===== src/rtl/stereo_pan_mixer.sv =====
// ---------------------------------------------------------------------------
// stereo_pan_mixer
//
// Converts one mono sample into a left/right pair using a linear pan law.
// The pan position is slew-limited once per accepted sample to avoid zipper
// noise. A single signed multiplier is shared between the left and right
// products, and a four-state machine sequences it.
//
// Ports
//   CLOCK_50   in   1   sole clock, rising edge
//   RESET      in   1   asynchronous, active-low reset
//   IN_VALID   in   1   AUDIO_IN / PAN valid this cycle
//   AUDIO_IN   in  16   mono sample, two's complement
//   PAN        in  16   target pan, 0x0000 left .. 0x7FFF right (clamped)
//   LEFT_OUT   out 16   left sample, registered
//   RIGHT_OUT  out 16   right sample, registered
//   OUT_VALID  out  1   one-cycle strobe when LEFT_OUT/RIGHT_OUT update
//   BUSY       out  1   multiplier sequence in progress (MUL_L or MUL_R)
//   OVERRUN    out  1   sticky: IN_VALID arrived while BUSY
// ---------------------------------------------------------------------------
module stereo_pan_mixer #(
  parameter logic [15:0] SLEW_STEP = 16'h0040
) (
  input  logic        CLOCK_50,
  input  logic        RESET,
  input  logic        IN_VALID,
  input  logic [15:0] AUDIO_IN,
  input  logic [15:0] PAN,
  output logic [15:0] LEFT_OUT,
  output logic [15:0] RIGHT_OUT,
  output logic        OUT_VALID,
  output logic        BUSY,
  output logic        OVERRUN
);

  localparam logic [15:0] GAIN_MAX    = 16'h7FFF;
  localparam logic [15:0] GAIN_CENTRE = 16'h4000;

  typedef enum logic [1:0] {
    IDLE  = 2'd0,
    MUL_L = 2'd1,
    MUL_R = 2'd2,
    DONE  = 2'd3
  } state_t;

  state_t             r_state;
  state_t             w_nextState;
  logic               w_accept;
  logic               w_busy;

  logic signed [15:0] r_sample;
  logic [15:0]        r_gain;
  logic [15:0]        r_leftStage;
  logic [15:0]        r_left;
  logic [15:0]        r_right;
  logic               r_outValid;
  logic               r_overrun;

  logic [15:0]        w_target;
  logic               w_stepUp;
  logic [15:0]        w_distance;
  logic [15:0]        w_gainNext;
  logic [15:0]        w_mulGain;
  logic signed [32:0] w_product;
  logic [15:0]        w_mulResult;
  logic               w_unusedProductBits;

  // State register
  always_ff @(posedge CLOCK_50 or negedge RESET) begin
    if (!RESET) begin
      r_state <= IDLE;
    end else begin
      r_state <= w_nextState;
    end
  end

  // Next-state logic; a new sample is only taken when the multiplier is free
  always_comb begin
    w_nextState = IDLE;
    w_accept    = 1'b0;
    unique case (r_state)
      IDLE, DONE: begin
        if (IN_VALID) begin
          w_accept    = 1'b1;
          w_nextState = MUL_L;
        end else begin
          w_nextState = IDLE;
        end
      end
      MUL_L:   w_nextState = MUL_R;
      MUL_R:   w_nextState = DONE;
      default: w_nextState = IDLE;
    endcase
  end

  assign w_busy = (r_state == MUL_L) || (r_state == MUL_R);

  // Slew limiter: move the gain toward the clamped target by at most
  // SLEW_STEP. Both g and the target are <= 0x7FFF, so g +/- SLEW_STEP
  // cannot wrap when the distance exceeds SLEW_STEP.
  always_comb begin
    w_target   = PAN[15] ? GAIN_MAX : PAN;
    w_stepUp   = (w_target > r_gain);
    w_distance = w_stepUp ? (w_target - r_gain) : (r_gain - w_target);
    if (w_distance <= SLEW_STEP) begin
      w_gainNext = w_target;
    end else if (w_stepUp) begin
      w_gainNext = r_gain + SLEW_STEP;
    end else begin
      w_gainNext = r_gain - SLEW_STEP;
    end
  end

  // Shared multiplier: left gain during MUL_L, right gain otherwise.
  // Gain is zero-extended to 17 bits so it stays positive as a signed operand.
  always_comb begin
    w_mulGain = (r_state == MUL_L) ? (GAIN_MAX - r_gain) : r_gain;
    w_product = $signed(r_sample) * $signed({1'b0, w_mulGain});
  end

  // Arithmetic shift right by 15 with floor; gain <= 0x7FFF keeps the
  // result inside 16 bits, so the upper product bits carry only sign.
  assign w_mulResult         = w_product[30:15];
  assign w_unusedProductBits = ^{w_product[32:31], w_product[14:0]};

  // Datapath registers. The right product goes straight into RIGHT_OUT on
  // the same edge the left staging value is copied, so both outputs and
  // OUT_VALID change together when the state enters DONE.
  always_ff @(posedge CLOCK_50 or negedge RESET) begin
    if (!RESET) begin
      r_sample    <= '0;
      r_gain      <= GAIN_CENTRE;
      r_leftStage <= '0;
      r_left      <= '0;
      r_right     <= '0;
      r_outValid  <= 1'b0;
      r_overrun   <= 1'b0;
    end else begin
      r_outValid <= 1'b0;
      if (w_accept) begin
        r_sample <= AUDIO_IN;
        r_gain   <= w_gainNext;
      end
      if (IN_VALID && w_busy) begin
        r_overrun <= 1'b1;
      end
      if (r_state == MUL_L) begin
        r_leftStage <= w_mulResult;
      end
      if (r_state == MUL_R) begin
        r_left     <= r_leftStage;
        r_right    <= w_mulResult;
        r_outValid <= 1'b1;
      end
    end
  end

  assign LEFT_OUT  = r_left;
  assign RIGHT_OUT = r_right;
  assign OUT_VALID = r_outValid;
  assign BUSY      = w_busy;
  assign OVERRUN   = r_overrun;

endmodule


===== config.mk =====
export PLATFORM = sky130hd
export DESIGN_NAME = stereo_pan_mixer
export DESIGN_NICKNAME = d
export VERILOG_FILES = /design/src/rtl/stereo_pan_mixer.sv
export SDC_FILE = /design/constraint.sdc
export NUM_CORES = 1
export LEC_CHECK = 0
export BUFFER_PORTS_ARGS = -buffer_cell sky130_fd_sc_hd__buf_2
export CAP_MARGIN = 20
export CORE_UTILIZATION = 50
export CTS_CLUSTER_DIAMETER = 60
export DETAILED_ROUTE_END_ITERATION = 8
export GPL_TIMING_DRIVEN = 0
export HOLD_SLACK_MARGIN = 0.02
export PLACE_DENSITY = 0.72
export SLEW_MARGIN = 20
export SYNTH_ARGS = -nofsm -noshare
export SYNTH_HDL_FRONTEND = slang
export SYNTH_SLANG_ARGS = --single-unit

===== constraint.sdc =====
create_clock -name CLOCK_50 -period 6.6 [get_ports CLOCK_50]
set_input_delay 0.66 -clock CLOCK_50 [delete_from_list [all_inputs] [get_ports CLOCK_50]]
set_output_delay 0.66 -clock CLOCK_50 [all_outputs]
set_load 0.02 [all_outputs]

After elaboration in Yosys (flattened, before gate mapping)

Cells that the tools add are included.

Add/subtract/negate cells: 5
Multipliers: 1
$lt $le $gt $ge: 2
Equality and inequality tests: 3
Mux-type cells: 10
Reductions and logical operators: 4

Operators with widths:

| kind                                                  | count |
|---|---|
| two-way mux 16 bit                                    | 4 |
| multiplier 16 x 17 -> 31 bit                          | 1 |
| adder 16 x 7 -> 16 bit (second input constant)        | 1 |
| greater-than comparator 15 x 16 -> 1 bit              | 1 |
| <= comparator 16 x 7 -> 1 bit (second input constant) | 1 |
| subtractor 15 x 16 -> 16 bit                          | 1 |
| subtractor 15 x 16 -> 16 bit (first input constant)   | 1 |
| subtractor 16 x 15 -> 16 bit                          | 1 |
| subtractor 16 x 7 -> 16 bit (second input constant)   | 1 |
| two-way mux 15 bit                                    | 1 |
| one-hot mux 2 bit (3 select lines)                    | 1 |
| == test 2 bit (second input constant)                 | 2 |
| two-way mux 1 bit                                     | 4 |
| == test 2 x 1 -> 1 bit (second input constant)        | 1 |
| zero test 2 bit                                       | 1 |
| OR reduction 2 bit                                    | 1 |
| logical AND 1 bit                                     | 1 |
| logical OR 1 bit                                      | 1 |

Register bits: 84
Bits of input ports: 35

Logic depth before layout (Yosys ltp)

Gate-level depths: netlist of the first run.

Depth in word-level cells: 5
Gate-level depth with buffers: 30

Least setup slack after synthesis of the first run

OpenSTA, ideal clock, no wires.

Path kind: flip-flop to flip-flop
Start: register r_state[1]
End: register r_leftStage[13]
Setup time: 0.125 ns
Arrival time: 7.129 ns
Required time: 6.475 ns
Slack: -0.654 ns
Stages on the path, launching flop included: 28
Path buffers: 3
Cell sequence: dfrtp_1 inv_1 ha_1 buf_2 buf_1 xor2_1 clkbuf_1 nand2_1 fa_1 fa_1 fa_1 inv_1 fa_1 fa_1 inv_1 fa_1 inv_1 ha_1 a21o_1 a21o_1 a21oi_1 o21ai_0 a22o_1 a311o_1 a221o_1 a21oi_1 xnor2_1 mux2_2

Longest elaborated chain between the ends: 3

RTL lines:

| item                         | RTL line | text |
|---|---|---|
| start, declared              | 46       | `state_t r_state;` |
| start signal, assigned       | 73       | `r_state <= w_nextState;` |
| == test 2 x 1 -> 1 bit (*)   | 117, 147 |  |
| two-way mux 16 bit           | 117      | `w_mulGain = (r_state == MUL_L) ? (GAIN_MAX - r_gain) : r_gain;` |
| multiplier 16 x 17 -> 31 bit | 118      | `w_product = $signed(r_sample) * $signed({1'b0, w_mulGain});` |
| end signal, assigned         | 148      | `r_leftStage <= w_mulResult;` |
| end, declared                | 53       | `logic [15:0] r_leftStage;` |

Mark *: on every way between the ends. The rest lies on a longest branch, timed or not.
A chain may end at the register's enable or synchronous reset.

Final worst setup path of the first run

Start: register r_state[0]
End: register r_leftStage[13]

Same word-level chain as after synthesis.

==> run_summary.xml, run 1 <==
<?xml version="1.0" encoding="UTF-8"?>
<metrics>
  <group name="logic_synthesis">
    <metric name="synth_compound_gate_area_share" unit="">0.07817</metric>
    <metric name="post-synth-top-area-cell" unit="">sky130_fd_sc_hd__fa_1</metric>
    <metric name="ys.flop_type" unit="">sky130_fd_sc_hd__dfrtp_1</metric>
    <metric name="ys_top_cells_by_area" unit="">sky130_fd_sc_hd__fa_1 29%, sky130_fd_sc_hd__dfrtp_1 15%, sky130_fd_sc_hd__ha_1 14%, sky130_fd_sc_hd__inv_1 8.0%, sky130_fd_sc_hd__and2_1 5.7%</metric>
    <metric name="async_reset_ff_frac" unit="">1.000</metric>
    <metric name="synth_enable_flop_cells" unit="">0</metric>
    <metric name="yosysSeqAreaShare" unit="">0.1535</metric>
    <metric name="ys.warnings.count" unit="">0</metric>
    <metric name="syn_area" unit="mm2">0.01370</metric>
    <metric name="synth-seq-cells" unit="">84</metric>
    <metric name="synth_area_per_cell" unit="um2">9.308</metric>
    <metric name="synth-simple-area-share" unit="">0.1451</metric>
    <metric name="post_synth_fa_ha_maj_area_fraction" unit="">0.4224</metric>
    <metric name="post_synth_inst_count" unit="">1472</metric>
    <metric name="post_synth_xor_area_fraction" unit="">0.03516</metric>
    <metric name="yosysTopAreaCellShare" unit="">0.2864</metric>
    <metric name="ys_types" unit="">67</metric>
    <metric name="largest_family_of_logic_cells_by_synthesized_area" unit="">adder cells</metric>
    <metric name="mappedNetlistNets" unit="">1852</metric>
    <metric name="share_of_cell_area_taken_by_muxes_after_synthesis" unit="">0.06502</metric>
  </group>
  <group name="timing">
    <metric name="fin_worst_skew" unit="ns">0.01238</metric>
    <metric name="worst_slew_pin_slew" unit="ns">0.7222</metric>
    <metric name="fin_tns_setup" unit="ns">-2.265</metric>
    <metric name="final-setup-viol-count" unit="">16</metric>
    <metric name="grt_setup_unrepaired" unit="">true</metric>
    <metric name="slew_viol_final" unit="">0</metric>
    <metric name="maximum_clock_frequency" unit="GHz">0.1446</metric>
    <metric name="min_period" unit="ns">6.917</metric>
    <metric name="timing.final.ws_setup" unit="ns">-0.3168</metric>
    <metric name="worst_slew_margin_rel" unit="">0.5186</metric>
    <metric name="hold_vio_cnt_final" unit="">0</metric>
    <metric name="min_period_over_period" unit="">1.048</metric>
  </group>
  <group name="drt">
    <metric name="drc" unit="">0</metric>
    <metric name="firstDrtPassIters" unit="">5</metric>
    <metric name="num_vias" unit="">10670</metric>
    <metric name="antenna_violating_nets_post_route" unit="">0</metric>
    <metric name="dr.first_iter.drc_count" unit="">610</metric>
    <metric name="via_per_inst" unit="">5.443</metric>
    <metric name="finalWirelength" unit="um">36200</metric>
    <metric name="detail_route.wl_per_cell" unit="um">18.47</metric>
  </group>
  <group name="cells_and_area">
    <metric name="flow.area_growth_from_synthesis" unit="%">17.84</metric>
    <metric name="total_nets_final" unit="">1994</metric>
    <metric name="layout-drive-gt1-share" unit="">0.2156</metric>
    <metric name="antennaDiodeCount" unit="">0</metric>
  </group>
  <group name="clock_network">
    <metric name="cts.root.buffer_cell" unit="">sky130_fd_sc_hd__clkbuf_16</metric>
    <metric name="insertion_delay" unit="ns">0.36</metric>
    <metric name="clk_pin_slew_worst_paths" unit="ns">0.08</metric>
    <metric name="cts_inserted_buffers" unit="">9</metric>
    <metric name="ctsLongestPathBuffers" unit="">2</metric>
    <metric name="tritoncts" unit="">done</metric>
    <metric name="clock-sinks" unit="">84</metric>
    <metric name="cts.htree.levels" unit="">3</metric>
    <metric name="holdBufCountCts" unit="">0</metric>
  </group>
  <group name="die">
    <metric name="die_y" unit="um">167.5</metric>
    <metric name="die_x" unit="um">167.5</metric>
    <metric name="floorplan.initialDensity" unit="">0.5084</metric>
    <metric name="die_area" unit="mm2">0.02807</metric>
    <metric name="placeableCoreArea" unit="mm2">0.02695</metric>
    <metric name="pin_count" unit="">70</metric>
    <metric name="fp-row-count" unit="">60</metric>
  </group>
  <group name="global_route">
    <metric name="globalRoute.totalOverflow" unit="">0</metric>
    <metric name="grt_max_degree" unit="">57</metric>
    <metric name="first_global_vias" unit="">11260</metric>
    <metric name="grt_pass1_wl" unit="um">59070</metric>
    <metric name="track_usage" unit="">0.2721</metric>
    <metric name="antenna_found_initial" unit="">0</metric>
  </group>
  <group name="critical_path">
    <metric name="critPathSlowestCell" unit="">sky130_fd_sc_hd__fa_1</metric>
    <metric name="path_delay_family" unit="">adder cells</metric>
    <metric name="required_worst_endpoint" unit="ns">6.85</metric>
    <metric name="critical_path.max_fanout" unit="">6</metric>
    <metric name="worst_path_largest_cell_delay" unit="ns">0.56</metric>
    <metric name="worst_path_most_repeated_cell" unit="">sky130_fd_sc_hd__fa_1</metric>
    <metric name="end_kind" unit="">flop</metric>
    <metric name="timing.critical_path.buf_inv" unit="">6</metric>
    <metric name="setup.worst_path.class" unit="">reg2reg</metric>
    <metric name="cp_data_arrival_time" unit="ns">7.17</metric>
    <metric name="critPathLaunchType" unit="">flop</metric>
  </group>
  <group name="run_status">
    <metric name="failing_checks" unit="">setup timing</metric>
    <metric name="status" unit="">complete, but fails checks</metric>
  </group>
  <group name="placed_design">
    <metric name="gp_congestion" unit="">0.9527</metric>
    <metric name="detail_placement_hpwl" unit="um">27320</metric>
    <metric name="io_buffers" unit="">69</metric>
  </group>
  <group name="min_path">
    <metric name="worstHoldPathType" unit="">in2async</metric>
  </group>
  <group name="run">
    <metric name="timing.max_cap.violations" unit="">0</metric>
  </group>
</metrics>
-- worst paths after layout --
check | start | end | slack, ns | cells after the start
max | r_state[0] | r_leftStage[13] | -0.32 | 25
min | RESET | RIGHT_OUT[2] | 0.24 | 1
max reg2reg | r_state[0] | r_leftStage[13] | -0.32 | 25
min reg2reg | OVERRUN | OVERRUN | 0.46 | 1
max in group asynchronous | RESET | r_gain[14] | 5.66 | 2
min in group CLOCK_50 | OVERRUN | OVERRUN | 0.46 | 1
-- timing repair --
action,4_1_cts,5_1_grt
buffers inserted,56,6
resized for setup,113,38
setup endpoints to repair,32,30
pin swaps,49,23
cloned,1,0
endpoints found under the hold margin,0,0
-- placed cells by master (no fill, tap or decap), drive strengths merged, types with 25 or more instances in the layout --
| master | instances |
|---|---|
| xor2 | 25 |
| mux2 | 62 |
| inv | 297 |
| clkbuf | 47 |
| xnor2 | 30 |
| a21oi | 56 |
| ha | 149 |
| dfrtp | 83 |
| o21ai | 35 |
| fa | 196 |
| or2 | 25 |
| nor2 | 32 |
| buf | 152 |
| nand2 | 156 |
| and2 | 125 |
-- layer usage --
| layer | vias to the layer above | share of wire | GRT usage |
|---|---|---|---|
| li1 | 4879 | - | - |
| met1 | 5355 | 0.41 | 0.3543 |
| met2 | 365 | 0.49 | 0.4649 |
| met3 | 70 | 0.067 | 0.04113 |
| met4 | 0 | 0.026 | 0.08775 |
| met5 | - | 0 | 0 |
-- registers in the layout, summed over array words and instances, names as in the netlist --
| register | flops |
|---|---|
| LEFT_OUT | 16 |
| OUT_VALID | 1 |
| OVERRUN | 1 |
| RIGHT_OUT | 16 |
| r_gain | 16 |
| r_leftStage | 16 |
| r_sample | 16 |
| r_state | 2 |
-- Yosys cell counts (all sizes together), types with 4 or more instances --
cell and number:
o21ai 35, nor3 7, ha 149, o21bai 8, a21o 20, nor2 32, fa 196, mux2i 18
a21oi 56, clkbuf 45, a31oi 4, nand2 156, inv 294, xnor2 30, xor2 25, and2 125
o31ai 4, nor4 7, nor2b 5, nand3b 4, o21a 8, mux2 62, nand3 4, buf 14
dfrtp 83, o211ai 5, nand4 6, or2 25, nand2b 7
-- cells by family after synthesis --
family,after synthesis
compound gates,166
xor+xnor,55
fa+ha+maj,345
buf+inv,353
flops,84
mux,80
simple gates,389
-- area by class of cell --
type	instances	area, um2
Multi-Input combinational cell	1035	10880
Fill cell	2243	10800
Sequential cell	84	2103
Inverter	294	1106
Timing Repair Buffer	132	908.4
Buffer	58	439.2
Tap cell	341	426.7
Clock buffer	9	225.2
Clock inverter	7	58.81
-- per-stage QoR --
step / hold slack [ns] / utilization / worst slack (ns) / instances / area [um2]
after CTS: 0.2505 / 0.5936 / -0.3648 / 1956 / 16000
final: 0.2399 / 0.5991 / -0.3168 / 1960 / 16150
after detailed placement: 0.4434 / 0.5438 / -1.600 / 1883 / 14660
after floorplan: 0.3644 / - / 0.0001097 / 1472 / 13850
after global placement: 0.4371 / 0.5427 / -1.402 / 1882 / 14630
after global routing: 0.2742 / 0.5991 / -0.4747 / 1960 / 16150
Power of run 1 is not shown: default switching activity piles up to over one toggle a cycle in this logic, so the estimate is an artifact.
==> run 2: changes to the inputs <==
- CORE_ASPECT_RATIO: unset -> 1.5
==> run_summary.xml, run 2 (synthesis gave the netlist of run 1 again) <==
<?xml version="1.0" encoding="UTF-8"?>
<metrics>
  <group name="run_status">
    <metric name="status" unit="">complete, but fails checks</metric>
    <metric name="failing_checks" unit="">setup timing</metric>
  </group>
  <group name="run">
    <metric name="timing.max_cap.violations" unit="">0</metric>
  </group>
  <group name="placed_design">
    <metric name="detail_placement_hpwl" unit="um">28300</metric>
    <metric name="gp_congestion" unit="">0.9551</metric>
    <metric name="io_buffers" unit="">69</metric>
  </group>
  <group name="drt">
    <metric name="dr.first_iter.drc_count" unit="">541</metric>
    <metric name="via_per_inst" unit="">5.488</metric>
    <metric name="antenna_violating_nets_post_route" unit="">0</metric>
    <metric name="detail_route.wl_per_cell" unit="um">18.54</metric>
    <metric name="num_vias" unit="">10710</metric>
    <metric name="finalWirelength" unit="um">36180</metric>
    <metric name="drc" unit="">0</metric>
    <metric name="firstDrtPassIters" unit="">5</metric>
  </group>
  <group name="timing">
    <metric name="worst_slew_margin_rel" unit="">0.5019</metric>
    <metric name="worst_slew_pin_slew" unit="ns">0.7472</metric>
    <metric name="maximum_clock_frequency" unit="GHz">0.1422</metric>
    <metric name="slew_viol_final" unit="">0</metric>
    <metric name="min_period" unit="ns">7.033</metric>
    <metric name="min_period_over_period" unit="">1.066</metric>
    <metric name="fin_tns_setup" unit="ns">-3.978</metric>
    <metric name="final-setup-viol-count" unit="">20</metric>
    <metric name="fin_worst_skew" unit="ns">0.01005</metric>
    <metric name="timing.final.ws_setup" unit="ns">-0.4329</metric>
    <metric name="hold_vio_cnt_final" unit="">0</metric>
    <metric name="grt_setup_unrepaired" unit="">true</metric>
  </group>
  <group name="clock_network">
    <metric name="ctsLongestPathBuffers" unit="">2</metric>
    <metric name="cts.root.buffer_cell" unit="">sky130_fd_sc_hd__clkbuf_16</metric>
    <metric name="clk_pin_slew_worst_paths" unit="ns">0.07</metric>
    <metric name="tritoncts" unit="">done</metric>
    <metric name="clock-sinks" unit="">84</metric>
    <metric name="cts.htree.levels" unit="">3</metric>
    <metric name="holdBufCountCts" unit="">0</metric>
    <metric name="insertion_delay" unit="ns">0.37</metric>
    <metric name="cts_inserted_buffers" unit="">9</metric>
  </group>
  <group name="cells_and_area">
    <metric name="antennaDiodeCount" unit="">0</metric>
    <metric name="filler_cell_count" unit="">2260</metric>
    <metric name="layout_commonest_cell" unit="">sky130_fd_sc_hd__inv_1</metric>
    <metric name="most_frequent_cells_in_the_layout" unit="">280 x sky130_fd_sc_hd__inv_1, 189 x sky130_fd_sc_hd__fa_1, 153 x sky130_fd_sc_hd__nand2_1, 139 x sky130_fd_sc_hd__ha_1, 120 x sky130_fd_sc_hd__and2_1</metric>
    <metric name="flow.area_growth_from_synthesis" unit="%">17.86</metric>
    <metric name="total_nets_final" unit="">1989</metric>
    <metric name="layout-drive-gt1-share" unit="">0.2156</metric>
  </group>
  <group name="global_route">
    <metric name="antenna_found_initial" unit="">0</metric>
    <metric name="busiest_layer" unit="">met2</metric>
    <metric name="grt_use_met3" unit="">0.04355</metric>
    <metric name="first_global_vias" unit="">11530</metric>
    <metric name="globalRoute.totalOverflow" unit="">0</metric>
    <metric name="grt_max_degree" unit="">56</metric>
    <metric name="grt_pass1_wl" unit="um">58200</metric>
    <metric name="met1_usage" unit="">0.3082</metric>
    <metric name="grt_util_met2" unit="">0.4890</metric>
    <metric name="track_usage" unit="">0.2784</metric>
  </group>
  <group name="die">
    <metric name="pin_count" unit="">70</metric>
    <metric name="die_area" unit="mm2">0.02808</metric>
    <metric name="die_y" unit="um">204.7</metric>
    <metric name="die_x" unit="um">137.2</metric>
    <metric name="placeableCoreArea" unit="mm2">0.02676</metric>
    <metric name="fp-row-count" unit="">73</metric>
    <metric name="floorplan.initialDensity" unit="">0.5120</metric>
  </group>
  <group name="critical_path">
    <metric name="worst_setup_path_endpoint" unit="">r_leftStage[12]</metric>
    <metric name="critPathLaunchType" unit="">flop</metric>
    <metric name="rr_startpoint" unit="">r_state[0]</metric>
    <metric name="endpoint_of_the_most_critical_register_to_register_path" unit="">r_leftStage[12]</metric>
    <metric name="setup.worst_path.class" unit="">reg2reg</metric>
    <metric name="setup.worst_path.start" unit="">r_state[0]</metric>
    <metric name="cp_data_arrival_time" unit="ns">7.29</metric>
    <metric name="critical_path.max_fanout" unit="">6</metric>
    <metric name="required_worst_endpoint" unit="ns">6.85</metric>
    <metric name="worstRegToRegCells" unit="">27</metric>
    <metric name="end_kind" unit="">flop</metric>
    <metric name="r2r_setup_slack" unit="ns">-0.43</metric>
  </group>
  <group name="min_path">
    <metric name="worstHoldPathType" unit="">in2async</metric>
  </group>
</metrics>
## run 2: changes by cell type in the layout (fill, tap and decap cells not counted), sizes merged
cell	delta
buf	-5
bufinv	+1
clkbuf	+1
clkinv	-2
## run 2: worst max-delay path, stage by stage (launching register included)
cell and delay [ns]:
sky130_fd_sc_hd__dfrtp_1 0.43, sky130_fd_sc_hd__ha_4 0.22, sky130_fd_sc_hd__buf_12 0.16, sky130_fd_sc_hd__buf_12 0.15, sky130_fd_sc_hd__xor2_4 0.16, sky130_fd_sc_hd__buf_6 0.15, sky130_fd_sc_hd__and2_4 0.15, sky130_fd_sc_hd__fa_1 0.49
sky130_fd_sc_hd__inv_2 0.04, sky130_fd_sc_hd__fa_2 0.57, sky130_fd_sc_hd__fa_2 0.44, sky130_fd_sc_hd__inv_2 0.07, sky130_fd_sc_hd__fa_2 0.44, sky130_fd_sc_hd__fa_1 0.50, sky130_fd_sc_hd__inv_1 0.05, sky130_fd_sc_hd__fa_1 0.50
sky130_fd_sc_hd__inv_2 0.05, sky130_fd_sc_hd__ha_4 0.16, sky130_fd_sc_hd__a21o_1 0.23, sky130_fd_sc_hd__a21o_1 0.20, sky130_fd_sc_hd__a21oi_2 0.17, sky130_fd_sc_hd__o21ai_2 0.10, sky130_fd_sc_hd__a22o_1 0.21, sky130_fd_sc_hd__a311o_1 0.33
sky130_fd_sc_hd__a221o_1 0.39, sky130_fd_sc_hd__buf_6 0.14, sky130_fd_sc_hd__xor2_2 0.14, sky130_fd_sc_hd__mux2_4 0.26
## run 2: worst min path at each step
stage / from / end / slack [ns] / cells after the start
3_3_place_gp: OVERRUN / OVERRUN / 0.43 / 1
6_report: RESET / LEFT_OUT[1] / 0.22 / 1
5_1_grt: RESET / r_leftStage[0] / 0.24 / 1
4_1_cts: RESET / LEFT_OUT[1] / 0.22 / 1
2_1_floorplan: RESET / LEFT_OUT[0] / 0.36 / 0
3_5_place_dp: OVERRUN / OVERRUN / 0.45 / 1
## run 2: routing by layer
| metal | up-vias | share of wire |
|---|---|---|
| met5 | - | 0 |
| met4 | 0 | 0.062 |
| met3 | 109 | 0.053 |
| met2 | 364 | 0.52 |
| met1 | 5380 | 0.36 |
| li1 | 4855 | - |
## run 2: final cells by class
cell class,instances,area [um2],area share
Inverter,294,1106,0.06849
Timing Repair Buffer,127,883.3,0.05470
Clock inverter,6,71.32,0.004416
Sequential cell,84,2103,0.1302
Buffer,58,422.9,0.02619
Multi-Input combinational cell,1035,10910,0.6757
Tap cell,337,421.7,0.02611
Clock buffer,10,229.0,0.01418
## run 2: timing repair
item | CTS | global route
setup buffers | 49 | 8
hold endpoints to repair | 0 | 0
pin swaps | 49 | 36
endpoints found under the setup margin | 32 | 30
gates resized for setup | 104 | 51
gates cloned | 1 | 0
## run 2: stage by stage
stage | hold slack (ns) | instances | setup WS [ns] | utilization | instance area [um2]
finish | 0.2207 | 1951 | -0.4329 | 0.6034 | 16150
global route | 0.2432 | 1951 | -0.6241 | 0.6034 | 16150
CTS | 0.2202 | 1946 | -0.4837 | 0.5947 | 15910
detailed placement | 0.4483 | 1880 | -1.229 | 0.5477 | 14660
global placement | 0.4339 | 1878 | -1.512 | 0.5463 | 14620
floorplan | 0.3644 | 1472 | 0.0001097 | - | 13850
Power of run 2 is left out for the same reason.
